===== src/rtl/key_event_encoder.sv =====
// key_event_encoder: debounced one-hot keypad encoder feeding a valid/ready event FIFO
// clk, rst (async, active-low)                       : clock and reset
// sw[SW_WIDTH]                                       : raw switches, sw[SW_WIDTH-1] is key 0
// key_ready                                          : consumer takes the head event
// key_valid/key_code/key_digit                       : head event, digit flag set for codes 0..9
// fifo_count, overflow, err_multi                    : queue depth, sticky drop flag, sticky multi-hot flag
module key_event_encoder #(
  parameter int SW_WIDTH        = 12,
  parameter int DEBOUNCE_CYCLES = 4,
  parameter int FIFO_DEPTH      = 4
) (
  input  logic                          clk,
  input  logic                          rst,
  input  logic [SW_WIDTH-1:0]           sw,
  input  logic                          key_ready,
  output logic                          key_valid,
  output logic [3:0]                    key_code,
  output logic                          key_digit,
  output logic [$clog2(FIFO_DEPTH):0]   fifo_count,
  output logic                          overflow,
  output logic                          err_multi
);
  localparam int CW = $clog2(DEBOUNCE_CYCLES + 2);
  localparam int PW = $clog2(FIFO_DEPTH);
  localparam logic [CW-1:0] CNT_HIT = CW'(DEBOUNCE_CYCLES);
  localparam logic [CW-1:0] CNT_SAT = CW'(DEBOUNCE_CYCLES + 1);
  localparam logic [PW:0]   FULL    = (PW+1)'(FIFO_DEPTH);
  logic [SW_WIDTH-1:0] s1_q, s2_q, stable_q, stable_d;
  logic [CW-1:0]       cnt_q, cnt_d;
  logic [3:0]          mem_q [FIFO_DEPTH];
  logic [PW-1:0]       wr_q, wr_d, rd_q, rd_d;
  logic [PW:0]         count_q, count_d;
  logic                ovf_q, ovf_d, err_q, err_d;
  logic                same, upd, onehot, push, multi, full, pop, wr_en;
  logic [3:0]          code_new;
  // s1_q is the sample about to enter s2_q; the count runs one step past the
  // hit value so that each settled pattern is committed exactly once.
  always_comb begin
    same     = s1_q == s2_q;
    cnt_d    = !same ? '0 : (cnt_q == CNT_SAT ? cnt_q : cnt_q + CW'(1));
    upd      = same && cnt_q == CNT_HIT;
    onehot   = $onehot(s2_q);
    push     = upd && onehot && s2_q != stable_q;
    multi    = upd && !onehot && |s2_q;
    stable_d = upd ? s2_q : stable_q;
    full     = count_q == FULL;
    pop      = key_valid && key_ready;
    wr_en    = push && (!full || pop);
    wr_d     = wr_q + PW'(wr_en);
    rd_d     = rd_q + PW'(pop);
    count_d  = count_q + (PW+1)'(wr_en) - (PW+1)'(pop);
    ovf_d    = ovf_q || (push && full && !pop);
    err_d    = err_q || multi;
  end
  always_comb begin
    code_new = '0;
    for (int i = 0; i < SW_WIDTH; i++)
      if (s2_q[i]) code_new = 4'(SW_WIDTH - 1 - i);
  end
  always_ff @(posedge clk or negedge rst)
    if (!rst) begin
      s1_q     <= '0;
      s2_q     <= '0;
      stable_q <= '0;
      cnt_q    <= '0;
      wr_q     <= '0;
      rd_q     <= '0;
      count_q  <= '0;
      ovf_q    <= 1'b0;
      err_q    <= 1'b0;
    end else begin
      s1_q     <= sw;
      s2_q     <= s1_q;
      stable_q <= stable_d;
      cnt_q    <= cnt_d;
      wr_q     <= wr_d;
      rd_q     <= rd_d;
      count_q  <= count_d;
      ovf_q    <= ovf_d;
      err_q    <= err_d;
    end
  always_ff @(posedge clk)
    if (wr_en) mem_q[wr_q] <= code_new;
  assign key_valid  = count_q != '0;
  assign key_code   = key_valid ? mem_q[rd_q] : '0;
  assign key_digit  = key_valid && key_code <= 4'd9;
  assign fifo_count = count_q;
  assign overflow   = ovf_q;
  assign err_multi  = err_q;
endmodule


===== config.mk =====
export PLATFORM = sky130hd
export DESIGN_NAME = key_event_encoder
export DESIGN_NICKNAME = d
export VERILOG_FILES = /design/src/rtl/key_event_encoder.sv
export SDC_FILE = /design/constraint.sdc
export NUM_CORES = 1
export LEC_CHECK = 0
export BUFFER_PORTS_ARGS = -buffer_cell sky130_fd_sc_hd__buf_4
export CAP_MARGIN = 10
export CORE_ASPECT_RATIO = 1.25
export CORE_MARGIN = 2
export CORE_UTILIZATION = 40
export DETAILED_ROUTE_END_ITERATION = 16
export HOLD_SLACK_MARGIN = 0.06
export PLACE_DENSITY_LB_ADDON = 0.12
export SLEW_MARGIN = 20
export SYNTH_ARGS = -nofsm -noshare
export SYNTH_HDL_FRONTEND = slang
export SYNTH_SLANG_ARGS = --single-unit
export TNS_END_PERCENT = 30

===== constraint.sdc =====
create_clock -name clk -period 4.76 [get_ports clk]
set_input_delay 0.238 -clock clk [delete_from_list [all_inputs] [get_ports clk]]
set_output_delay 0.238 -clock clk [all_outputs]
set_load 0.05 [all_outputs]

Yosys cells after proc, flatten, opt, wreduce, memory -nomap -nowiden
Memory sizes are Yosys's and may differ from the RTL's.
Index checks and enable logic that the tools add are counted.
Storage, ports and cells
  register bits after elaboration: 48
  bits in writable memories: 16
  input bits: 15
  output and inout bits: 11
  word-level logic and storage cells: 69
  memories kept: 1
Cells by class
  add/subtract/negate cells: 16
  magnitude comparators: 1
  eq/ne operators: 7
  muxes and demuxes: 17
  reductions and logical operators: 18
Memories
  mem_q: words 4, width 4, read ports 1, clocked after memory_dff 0, wr ports 1, RTL line 30  | logic [3:0] mem_q [FIFO_DEPTH];
Operator list (count)
  2-to-1 mux 4 bit: 13
  adder 1 x 1 -> 2 bit: 6
  == test 12 bit: 1
  != test 12 bit: 1
  OR reduction 12 bit: 1
  logical AND 1 bit: 10
  adder 2 x 2 -> 3 bit: 3
  == test 3 bit, second input constant: 3
  2-to-1 mux 3 bit: 2
  adder 2 x 1 -> 2 bit: 2
  adder 3 x 3 -> 4 bit: 1
  adder 4 x 3 -> 4 bit: 1
  == test 4 x 1 -> 1 bit, second input constant: 1
  less-or-equal comparator 4 bit, second input constant: 1
  adder 3 x 1 -> 3 bit: 1
  adder 3 x 1 -> 3 bit, second input constant: 1
  zero test 1 bit: 3
  logical OR 1 bit: 3
  nonzero test 3 bit: 1
  subtractor 3 x 1 -> 3 bit: 1
  2-to-1 mux 1 bit: 2
  != test 2 bit, second input constant: 1

Depth between registers and ports, before layout
Gate-level depths: netlist (run 1).
  word-level depth: 12
  gate-level depth with buffers: 19
  gate-level depth less buffers: 19

Worst setup path before layout (run 1)
No wires, ideal clock.
  kind: register to register
  start: register s2_q[0]
  end: register count_q[2] (netlist: fifo_count[2])
  setup time: 124 ps
  arrival time: 4817 ps
  required time: 4636 ps
  slack: -181 ps
  stages on the path, launching flop included: 20
  buffers on the path: 0
  clock period less this slack: 4941 ps
  cells stage by stage: dfrtp_1 fa_1 fa_1 inv_1 fa_1 fa_1 inv_1 ha_1 inv_1 fa_1 nor2_1 a31oi_1 nor3_1 nand4_2 ha_1 inv_1 ha_1 fa_1 xnor2_1 xnor2_1
On the way
  word-level cells in the longest chain between the ends: 10
  elaborated cells on any way between the ends: 13
  classes of those cells: add/sub: 6; eq/ne: 3; reduce/logical: 4
Ends and longest elaborated chain
  start: declaration: RTL line 28  | logic [SW_WIDTH-1:0] s1_q, s2_q, stable_q, stable_d;
  start signal: assignment: RTL line 73  | s2_q <= s1_q;
  adder 1 x 1 -> 2 bit (implied by the code): RTL line 42  | onehot = $onehot(s2_q);
  adder 2 x 2 -> 3 bit (implied by the code): RTL line 42
  adder 3 x 3 -> 4 bit (implied by the code): RTL line 42
  adder 4 x 3 -> 4 bit (implied by the code): RTL line 42
  == test 4 x 1 -> 1 bit: RTL line 42
  logical AND 1 bit: RTL line 43  | push = upd && onehot && s2_q != stable_q;
  logical AND 1 bit *: RTL line 43
  logical AND 1 bit *: RTL line 48  | wr_en = push && (!full || pop);
  adder 3 x 1 -> 3 bit *: RTL line 51  | count_d = count_q + (PW+1)'(wr_en) - (PW+1)'(pop);
  subtractor 3 x 1 -> 3 bit *: RTL line 51
  via count_d[2]: RTL line 32  | logic [PW:0] count_q, count_d;
  end signal: assignment: RTL line 78  | count_q <= count_d;
  end: declaration: RTL line 32
The timed path passes the listed nets; every way through them passes the cells marked *.
A chain may end at the register's enable or synchronous reset.

Worst setup path in the final report (run 1)
  start: register s2_q[1]
  end: register count_q[2] (netlist: fifo_count[2])
Same word-level chain as after synthesis.

==> results by group, run 1 <==
Cells and area
  – Area delta synth->final: 24.5%
  – Layout Cells excl Fill: 375
  – Share of cells above drive strength 1: 24.4%
  – Final Util: 50.8%
  – Commonest non-fill, non-tap cell in the layout: dfrtp_1
  – Cell area after layout: 3690 µm²
  – Nets: 314
  – Most frequent cells in the layout: dfrtp_1, buf_4, inv_1
  – Ant. Diodes: 0

Min path
  – Hold WC Path Type: primary input to flip-flop

STA
  – Fin. max-slew vios: 0
  – Final Skew: 11.3 ps
  – Tmin final: 4700 ps
  – Setup TNS: 0 ps
  – Hold Vio Cnt, Final: 0
  – RSZ-0062 raised after global routing: yes
  – Max Freq: 213 MHz
  – Slew @ Worst Pin: 764 ps
  – Final Cycle Share: 98.8%
  – Min Hold Slack: 210 ps
  – Final-report setup violation count: 0
  – Setup WS post-layout: 58.4 ps
  – Slew margin rel.: 48.7%

Logic synthesis
  – Syn Inst Count: 218
  – Register area share after synthesis: 56.7%
  – Synth area leader: dfrtp_1
  – Synth Cell Area: 2960 µm²
  – Yosys top cell area share: 40.5%
  – Synth area leaders: dfrtp_1, edfxtp_1, ha_1
  – Ys Warns: 0
  – Yosys reg bits: 64
  – Post-Synth Simple-Gate Area: 9.03%
  – Syn Area/Cell: 13.6 µm²
  – Post-synth cell types: 30
  – Mapped Nets: 254
  – Post-synthesis mux area share: 7.60%
  – Compound-cell area share of the yosys netlist: 2.70%
  – Largest family of logic cells by synthesized area: adder cells
  – XOR/XNOR Fraction of Synth Area: 8.82%
  – Post-synthesis adder-cell area fraction: 10.9%

Detailed routing
  – Wire per inst: 13.8 µm
  – DRC: 0
  – Iteration-0 DRC Markers: 44
  – First-pass DRT Iterations: 5
  – Vias: 1,781
  – Final antenna-violating net count: 0
  – Total Wirelength: 5.16 mm
  – Routed vias/inst: 4.75

Power
  – PD cells: 427 nW/µm²
  – Power Total: 1.57 mW
  – P_leak: 1.66 nW
  – Max VDD drop: 0.305 mV

Setup path
  – Setup crit end: fifo_count[2]
  – Worst Setup End Kind: flip-flop
  – R2r endpoint: fifo_count[2]
  – Crit path max fanout: 2
  – Type of the worst setup path: flip-flop to flip-flop
  – Startpoint types: flip-flop
  – CP required: 5000 ps
  – Reg2Reg Launch Point: s2_q[1]
  – Most used cell, CP: fa_1
  – Slowest-stage cell, CP: fa_1
  – CP startpoint: s2_q[1]
  – R2R depth: 18
  – CP Cell Sequence: fa_1, fa_1, inv_2, fa_1, fa_1, inv_1, ha_2, inv_2, fa_1, nand2_1, nor3_2, nand4_2, ha_1, inv_1, ha_2, fa_2, xnor2_1, xnor2_1
  – Reg2Reg Setup Slack: 60 ps
  – CP peak stage delay: 530 ps
  – Worst endpoint data arrival time: 4940 ps

Global routing
  – GRT Total Usage: 15.1%
  – Largest net degree at the start of global routing: 49
  – Grt ovf: 0
  – Number of global-route vias before repair: 1,832
  – First-pass GRT wire length: 8.85 mm
  – Initial antenna violation count: 0

CTS
  – CTS Sinks: 64
  – CTS Buffer Depth: 2
  – Clock Latency Late Sink: 340 ps
  – CTS tree: built
  – Cts bufs inserted: 9
  – Worst-path clk slew: 70 ps
  – Clock root buffer: clkbuf_8
  – H-tree depth: 3

Placed design
  – PortBufs: 25
  – Post-Place Cells: 346
  – HPWL Detailed: 3.84 mm
  – Pre-CTS WS: 50.7 ps
  – Area of placed instances: 3350 µm²
  – Routability cong.: 0.778

Job
  – Max-Cap Viols: 0

Floorplan
  – Chip Width: 81.0 µm
  – Site row count: 35
  – Initial core utilization: 40.8%
  – Die height: 100 µm
  – Die area: 8120 µm²
  – Ports: 26
  – Core footprint: 7270 µm²

Outcome
  – Outcome: completed
final cells by class:
cell class	count	area, µm²
clock inverter	5	71.3
multi-input combinational	125	1170
sequential	64	1680
inverter	26	97.6
fill	655	3580
clock buffer	11	131
timing repair buffer	52	423
tap	92	115
what timing repair did:
item	in CTS	in global routing
setup buffers	0	0
setup endpoints to repair	0	2
hold buffers	13	0
endpoints found under the hold margin	60	0
gates resized for setup	0	4
flip-flops by register name (all words and copies together) (netlist names):
signal      flops
stable_q       12
err_multi       1
wr_q            2
fifo_count      3
overflow        1
s1_q           12
mem_q          16
cnt_q           3
s2_q           12
rd_q            2
critical path: cells and delay by family, from the launching register on:
family,cells,cell delay [ps]
xor gates and xnor gates,2,260
adders and majority gates,9,3380
buffers and inverters,4,190
DFF,1,400
and+or+nand+nor,3,390
kinds of logic after synthesis:
| group | after synthesis |
|---|---|
| multiplexers | 16 |
| XOR/XNOR | 29 |
| adder cells (fa/ha/maj) | 21 |
| flip-flops | 64 |
| AO/OA/AOI/OAI | 12 |
| AND/OR/NAND/NOR | 47 |
| buffers and inverters | 29 |
cell usage after synthesis:
library cell / instances
dfrtp_1: 48
inv_1: 26
edfxtp_1: 16
xnor2_1: 14
xor2_1: 14
ha_1: 13
nor3_1: 12
fa_1: 8
mux2_1: 8
nand2_1: 7
nor2b_1: 7
nor2_1: 6
nor4_1: 5
a21oi_1: 4
mux2_2: 4
mux4_2: 4
nand3_1: 3
nand4_1: 3
o21bai_1: 3
buf_6: 2
o21a_1: 2
a21o_1: 1
a31oi_1: 1
a41oi_1: 1
buf_2: 1
nand4_2: 1
nor4_4: 1
or3_1: 1
or4b_2: 1
xnor2_2: 1
report_power, final:
part	switching [mW]	total (mW)	internal, mW
Combinational	0.263	0.447	0.184
Sequential	0.0474	0.644	0.597
Clock	0.193	0.483	0.290
Total	0.504	1.57	1.07
per-layer routing:
layer  GRT usage [%]  routed length (µm)
met1            16.3                2050
met2            27.0                2810
met3            5.13                 211
met4            5.87                  86
met5               0                   0
worst min-delay path by stage:
stage                     to  slack [ps]  cells past startpoint  startpoint
2_1_floorplan       cnt_q[0]         -60                      0         rst
4_1_cts             overflow         210                      3   key_ready
6_report            overflow         210                      3   key_ready
5_1_grt             overflow         230                      3   key_ready
3_5_place_dp   fifo_count[2]         300                      1         rst
3_3_place_gp   fifo_count[2]         300                      1         rst
No activity file was read; power rests on OpenSTA's default activity.
==> run 2, diff against run 1 <==
--- a/config.mk
+++ b/config.mk
@@ -7,9 +7,11 @@
 export LEC_CHECK = 0
 export BUFFER_PORTS_ARGS = -buffer_cell sky130_fd_sc_hd__buf_4
 export CAP_MARGIN = 10
+export CELL_PAD_IN_SITES_DETAIL_PLACEMENT = 1
+export CELL_PAD_IN_SITES_GLOBAL_PLACEMENT = 2
 export CORE_ASPECT_RATIO = 1.25
-export CORE_MARGIN = 2
-export CORE_UTILIZATION = 40
+export CORE_MARGIN = 8
+export CORE_UTILIZATION = 37
 export DETAILED_ROUTE_END_ITERATION = 16
 export HOLD_SLACK_MARGIN = 0.06
 export PLACE_DENSITY_LB_ADDON = 0.12
==> results by group, run 2 (synthesized netlist as in run 1, its figures left out) <==
Min path
  – Worst Hold Launch: key_ready (unchanged)
  – Hold EP: overflow (unchanged)
  – Hold WC Path Type: primary input to flip-flop (unchanged)
  – Hold Path Stages: 3 (unchanged)

Cells and area
  – Max reg flops: 16 (unchanged)
  – Fillcell total: 843 (was 655)
  – Commonest non-fill, non-tap cell in the layout: dfrtp_1 (unchanged)
  – Final Util: 47.0% (was 50.8%)
  – Register Area: 1680 µm² (unchanged)
  – Cell area after layout: 3670 µm² (was 3690 µm²)
  – Area of the multi-input gates: 1170 µm² (about the same)
  – Area delta synth->final: 23.7% (was 24.5%)
  – Ant. Diodes: 0 (unchanged)
  – Most frequent cells in the layout: dfrtp_1, buf_4, inv_1 (unchanged)
  – Largest Register: mem_q (unchanged)
  – Share of cells above drive strength 1: 24.2% (was 24.4%)
  – Nets: 316 (was 314)

Global routing
  – Initial antenna violation count: 0 (unchanged)
  – Largest net degree at the start of global routing: 49 (unchanged)
  – First-pass GRT wire length: 10.6 mm (was 8.85 mm)
  – Grt ovf: 0 (unchanged)
  – GRT Total Usage: 13.0% (was 15.1%)
  – Number of global-route vias before repair: 2,107 (was 1,832)

STA
  – Hold Vio Cnt, Final: 0 (unchanged)
  – Final Cycle Share: 101% (was 98.8%)
  – Final Skew: 7.73 ps (was 11.3 ps)
  – Setup WS post-layout: -41.6 ps (was 58.4 ps)
  – Max Freq: 208 MHz (was 213 MHz)
  – RSZ-0062 raised after global routing: yes (unchanged)
  – Fin. max-slew vios: 0 (unchanged)
  – Tmin final: 4800 ps (was 4700 ps)
  – Final-report setup violation count: 1 (was 0)
  – Slew margin rel.: 50.9% (was 48.7%)
  – Slew @ Worst Pin: 731 ps (was 764 ps)

CTS
  – Clock root buffer: clkbuf_8 (unchanged)
  – H-tree depth: 3 (unchanged)
  – CTS Buffer Depth: 2 (unchanged)
  – CTS Sinks: 64 (unchanged)
  – Worst-path clk slew: 70 ps (about the same)
  – CTS tree: built (unchanged)
  – Clock Latency Late Sink: 340 ps (about the same)
  – Cts bufs inserted: 9 (unchanged)

Setup path
  – Crit path max fanout: 2 (unchanged)
  – Type of the worst setup path: flip-flop to flip-flop (unchanged)
  – Reg2Reg Setup Slack: -40 ps (was 60 ps)
  – Worst Setup End Kind: flip-flop (unchanged)
  – CP required: 4980 ps (was 5000 ps)
  – Startpoint types: flip-flop (unchanged)
  – R2R depth: 18 (unchanged)
  – Reg2Reg Launch Point: s2_q[1] (unchanged)
  – CP startpoint: s2_q[1] (unchanged)
  – R2r endpoint: fifo_count[2] (unchanged)
  – Worst endpoint data arrival time: 5020 ps (was 4940 ps)

Floorplan
  – Core footprint: 7790 µm² (was 7270 µm²)
  – Site row count: 36 (was 35)
  – Chip Width: 96.1 µm (was 81.0 µm)
  – Die area: 11,100 µm² (was 8120 µm²)
  – Initial core utilization: 38.0% (was 40.8%)
  – Ports: 26 (unchanged)
  – Die height: 116 µm (was 100 µm)

Detailed routing
  – Total Wirelength: 6.16 mm (was 5.16 mm)
  – Iteration-0 DRC Markers: 45 (was 44)
  – Wire per inst: 16.2 µm (was 13.8 µm)
  – DRC: 0 (unchanged)
  – Final antenna-violating net count: 0 (unchanged)
  – Routed vias/inst: 4.81 (was 4.75)
  – Vias: 1,827 (was 1,781)
  – First-pass DRT Iterations: 4 (was 5)

Power
  – Comb pwr share: 31.3% (was 28.4%)
  – PD cells: 408 nW/µm² (was 427 nW/µm²)
  – Switching share of power: 34.9% (was 32.0%)
  – Clock power frac: 25.5% (was 30.7%)
  – Power Total: 1.50 mW (was 1.57 mW)
  – Max VDD drop: 0.283 mV (was 0.305 mV)
  – Cell internal pwr: 0.974 mW (was 1.07 mW)
  – Net Switching: 0.522 mW (was 0.504 mW)
  – Seq pwr share: 43.1% (was 40.9%)
  – P_leak: 1.66 nW (about the same)

Placed design
  – PortBufs: 25 (unchanged)
  – Area of placed instances: 3360 µm² (was 3350 µm²)
  – HPWL Detailed: 4.69 mm (was 3.84 mm)
  – Routability cong.: 0.760 (was 0.778)
  – Pre-CTS WS: -65.9 ps (was 50.7 ps)

Outcome
  – Failing checks: setup timing
  – Outcome: complete, but fails checks (was completed)

Job
  – Max-Cap Viols: 0 (unchanged)
[run 2: cell count changes in the layout (fill, tap and decap cells not counted)]
cell        delta
buf_4          +2
bufinv_16      -2
clkinv_1       -2
clkinv_2       +2
ha_1           +2
ha_2           -2
inv_1          +2
inv_2          -2
clkbuf_1       +1
clkinvlp_4     +1
xnor2_1        -1
xnor2_2        +1
[run 2: repair_timing]
item / in CTS / in global routing
pin swaps: 1 / 0
hold endpoints to repair: 60 / 0
resized for setup: 0 / 1
setup endpoints to repair: 1 / 2
setup buffers: 1 / 0
hold buffers: 13 / 0
gates cloned: 0 / 0
[run 2: worst max-delay path by stage]
stage / depth (start not counted) / endpoint / slack [ps]
2_1_floorplan: 18 / fifo_count[2] / 2
3_3_place_gp: 18 / fifo_count[2] / 30
3_5_place_dp: 18 / fifo_count[2] / -70
4_1_cts: 18 / fifo_count[2] / -40
5_1_grt: 19 / fifo_count[2] / -370
6_report: 18 / fifo_count[2] / -40
[run 2: worst max-delay path, cell delays in order (launching register included)]
cell and delay (ps):
dfrtp_1 400, fa_1 520, fa_1 510, inv_1 50
fa_1 490, fa_1 400, inv_1 60, ha_1 150
inv_1 50, fa_1 470, nand2_1 60, nor3_2 230
nand4_2 120, ha_1 300, inv_1 40, ha_1 180
fa_2 350, xnor2_2 140, xnor2_1 140
[run 2: area by class of cell]
class	count	area share, %
clock buffer	12	3.69
clock inverter	4	0.580
inverter	26	2.66
multi-input combinational	125	32.0
sequential	64	45.9
tap	95	3.24
timing repair buffer	54	11.9
[run 2: power by group through the flow]
stage	Sequential (mW)	Clock (mW)	Combinational, mW
6_report	0.645	0.382	0.469
5_1_grt	0.654	0.422	0.521
4_1_cts	0.646	0.399	0.469
3_5_place_dp	0.657	0	0.451
3_3_place_gp	0.657	0	0.446
2_1_floorplan	0.691	0	0.276
[run 2: routing by layer]
metal  routed length, µm  global-route usage (%)  up-vias
met1                2340                    13.1      927
met4                 104                    5.86        0
met3                 190                    3.37        7
li1                    -                       -      863
met5                   0                       0        -
met2                3530                    23.9       30
[run 2: metrics by stage]
stage	TNS, ps	hold slack [ps]	cells
after floorplan	0	-57.6	218
after global placement	0	308	350
after detailed placement	-65.9	305	350
after CTS	-40.4	226	380
after global routing	-547	241	380
final	-41.6	239	380
==> run 3, diff against run 2 <==
--- a/config.mk
+++ b/config.mk
@@ -11,10 +11,11 @@
 export CELL_PAD_IN_SITES_GLOBAL_PLACEMENT = 2
 export CORE_ASPECT_RATIO = 1.25
 export CORE_MARGIN = 8
-export CORE_UTILIZATION = 37
+export CORE_UTILIZATION = 40
 export DETAILED_ROUTE_END_ITERATION = 16
-export HOLD_SLACK_MARGIN = 0.06
+export HOLD_SLACK_MARGIN = 0.12
 export PLACE_DENSITY_LB_ADDON = 0.12
+export RECOVER_POWER = 100
 export SLEW_MARGIN = 20
 export SYNTH_ARGS = -nofsm -noshare
 export SYNTH_HDL_FRONTEND = slang
==> constraint.sdc (replaced) <==
create_clock -name clk -period 5.2 [get_ports clk]
set_input_delay 0.26 -clock clk [delete_from_list [all_inputs] [get_ports clk]]
set_output_delay 0.26 -clock clk [all_outputs]
set_load 0.05 [all_outputs]
==> results by group, run 3 (synthesized netlist as in run 1, its figures left out) <==
Outcome
  – Outcome: complete, but fails checks (unchanged)
  – Failing checks: capacitance limit, slew limit (was setup timing)

Detailed routing
  – Total Wirelength: 6.12 mm (was 6.16 mm)
  – Wire per inst: 16.6 µm (was 16.2 µm)
  – Final antenna-violating net count: 0 (unchanged)
  – Vias: 1,807 (was 1,827)
  – DRC: 0 (unchanged)
  – Iteration-0 DRC Markers: 39 (was 45)
  – First-pass DRT Iterations: 3 (was 4)
  – Routed vias/inst: 4.90 (was 4.81)

Power
  – Cell internal pwr: 0.909 mW (was 0.974 mW)
  – Net Switching: 0.503 mW (was 0.522 mW)
  – Switching share of power: 35.6% (was 34.9%)
  – Clock power frac: 30.4% (was 25.5%)
  – P_leak: 1.57 nW (was 1.66 nW)
  – Max VDD drop: 0.195 mV (was 0.283 mV)
  – Seq pwr share: 42.1% (was 43.1%)
  – PD cells: 395 nW/µm² (was 408 nW/µm²)
  – Comb pwr share: 27.4% (was 31.3%)

STA
  – Final Cycle Share: 93.4% (was 101%)
  – Hold Vio Cnt, Final: 0 (unchanged)
  – Setup TNS: 0 ps (was -41.6 ps)
  – Tmin final: 4860 ps (was 4800 ps)
  – Slew margin rel.: -69.1% (was 50.9%)
  – Final Skew: 8.04 ps (was 7.73 ps)
  – Fin. max-slew vios: 49 (was 0)
  – RSZ-0062 raised after global routing: no (was yes)
  – Slew @ Worst Pin: 2540 ps (was 731 ps)
  – Final-report setup violation count: 0 (was 1)
  – Max Freq: 206 MHz (was 208 MHz)

Floorplan
  – Initial core utilization: 40.8% (was 38.0%)
  – Die height: 112 µm (was 116 µm)
  – Site row count: 35 (was 36)
  – Ports: 26 (unchanged)
  – Die area: 10,400 µm² (was 11,100 µm²)
  – Chip Width: 93.0 µm (was 96.1 µm)
  – Core footprint: 7270 µm² (was 7790 µm²)

CTS
  – H-tree depth: 3 (unchanged)
  – Clock root buffer: clkbuf_8 (unchanged)
  – Clock Latency Late Sink: 340 ps (about the same)
  – Post-CTS setup buffers: 0 (was 1)
  – CTS tree: built (unchanged)
  – Cts bufs inserted: 9 (unchanged)
  – CTS Sinks: 64 (unchanged)
  – Worst-path clk slew: 70 ps (about the same)
  – CTS Buffer Depth: 2 (unchanged)

Setup path
  – Worst Setup End Kind: flip-flop (unchanged)
  – Type of the worst setup path: flip-flop to flip-flop (unchanged)
  – Worst endpoint data arrival time: 5110 ps (was 5020 ps)
  – R2R depth: 19 (was 18)
  – CP required: 5460 ps (was 4980 ps)
  – Crit path max fanout: 5 (was 2)
  – Startpoint types: flip-flop (unchanged)

Placed design
  – HPWL Detailed: 4.70 mm (was 4.69 mm)
  – Area of placed instances: 3300 µm² (was 3360 µm²)
  – Routability cong.: 0.766 (was 0.760)
  – PortBufs: 25 (unchanged)

Global routing
  – Initial antenna violation count: 0 (unchanged)
  – First-pass GRT wire length: 10.4 mm (was 10.6 mm)
  – Number of global-route vias before repair: 2,065 (was 2,107)
  – Grt ovf: 0 (unchanged)
  – GRT Total Usage: 13.1% (was 13.0%)
  – Largest net degree at the start of global routing: 49 (unchanged)

Min path
  – Hold Path Stages: 3 (unchanged)
  – Hold WC Path Type: primary input to flip-flop (unchanged)

Cells and area
  – Cell area after layout: 3580 µm² (was 3670 µm²)
  – Commonest non-fill, non-tap cell in the layout: dfrtp_1 (unchanged)
  – Largest Register: mem_q (unchanged)
  – Ant. Diodes: 0 (unchanged)
  – Nets: 308 (was 316)
  – Most frequent cells in the layout: dfrtp_1, inv_1, edfxtp_1 (was dfrtp_1, buf_4, inv_1)
  – Area delta synth->final: 20.7% (was 23.7%)
  – Max reg flops: 16 (unchanged)
  – Share of cells above drive strength 1: 17.3% (was 24.2%)

Job
  – Max-Cap Viols: 1 (was 0)
## run 3: path summary, 6_finish.rpt
| check | from | end | slack (ps) |
|---|---|---|---|
| setup / recovery | s2_q[1] | fifo_count[2] | 340 |
| hold / removal | key_ready | overflow | 260 |
| setup reg to reg | s2_q[1] | fifo_count[2] | 340 |
| hold reg to reg | s1_q[4] | s2_q[4] | 390 |
| max in group asynchronous | rst | s2_q[1] | 2310 |
| min in group asynchronous | rst | cnt_q[1] | 1250 |
## run 3: area by class of cell
cell class	count	area, µm²
Clock inverter	7	81.3
Clock buffer	9	124
Inverter	26	97.6
Tap cell	92	115
Multi-Input combinational cell	125	1150
Timing Repair Buffer	46	322
Fill cell	766	3690
Sequential cell	64	1680
## run 3: what timing repair did
item / 4_1_cts / 5_1_grt
hold buffers: 13 / 0
endpoints found under the setup margin: 0 / 1
gates resized for setup: 0 / 3
hold endpoints to repair: 60 / 0
## run 3: through the flow
stage / util [%] / hold WS (ps) / cells / total power [mW] / worst slack, ps
5_1_grt: 49.2 / 262 / 369 / 1.50 / 15.5
3_3_place_gp: 45.4 / 314 / 340 / 1.01 / 323
6_report: 49.2 / 257 / 369 / 1.41 / 344
4_1_cts: 50.0 / 245 / 369 / 1.47 / 174
3_5_place_dp: 45.4 / 315 / 340 / 1.02 / 209
2_1_floorplan: - / -35.6 / 218 / 0.880 / 259
## run 3: per-layer routing
layer	vias up	wire (µm)	track usage, %
li1	847	-	-
met1	918	2540	14.1
met2	27	3270	23.4
met3	15	171	2.87
met4	0	142	6.25
met5	-	0	0
## run 3: power by group through the flow
| stage | Clock, mW | Sequential, mW | Combinational [mW] |
|---|---|---|---|
| 2_1_floorplan | 0 | 0.633 | 0.247 |
| 3_3_place_gp | 0 | 0.605 | 0.409 |
| 3_5_place_dp | 0 | 0.607 | 0.415 |
| 4_1_cts | 0.444 | 0.597 | 0.425 |
| 5_1_grt | 0.460 | 0.602 | 0.436 |
| 6_report | 0.429 | 0.595 | 0.388 |
## run 3: critical path, stage by stage (launching register included)
cell and delay, ps:
dfrtp_2 450, fa_1 490, fa_1 510, inv_1 50, fa_1 500, fa_1 420, inv_1 70, ha_1 160
inv_1 60, fa_1 380, nor2_1 100, a31oi_1 110, nor3_2 160, nand4_2 130, ha_1 290, inv_1 30
ha_1 180, fa_1 380, xnor2_1 180, xnor2_1 140
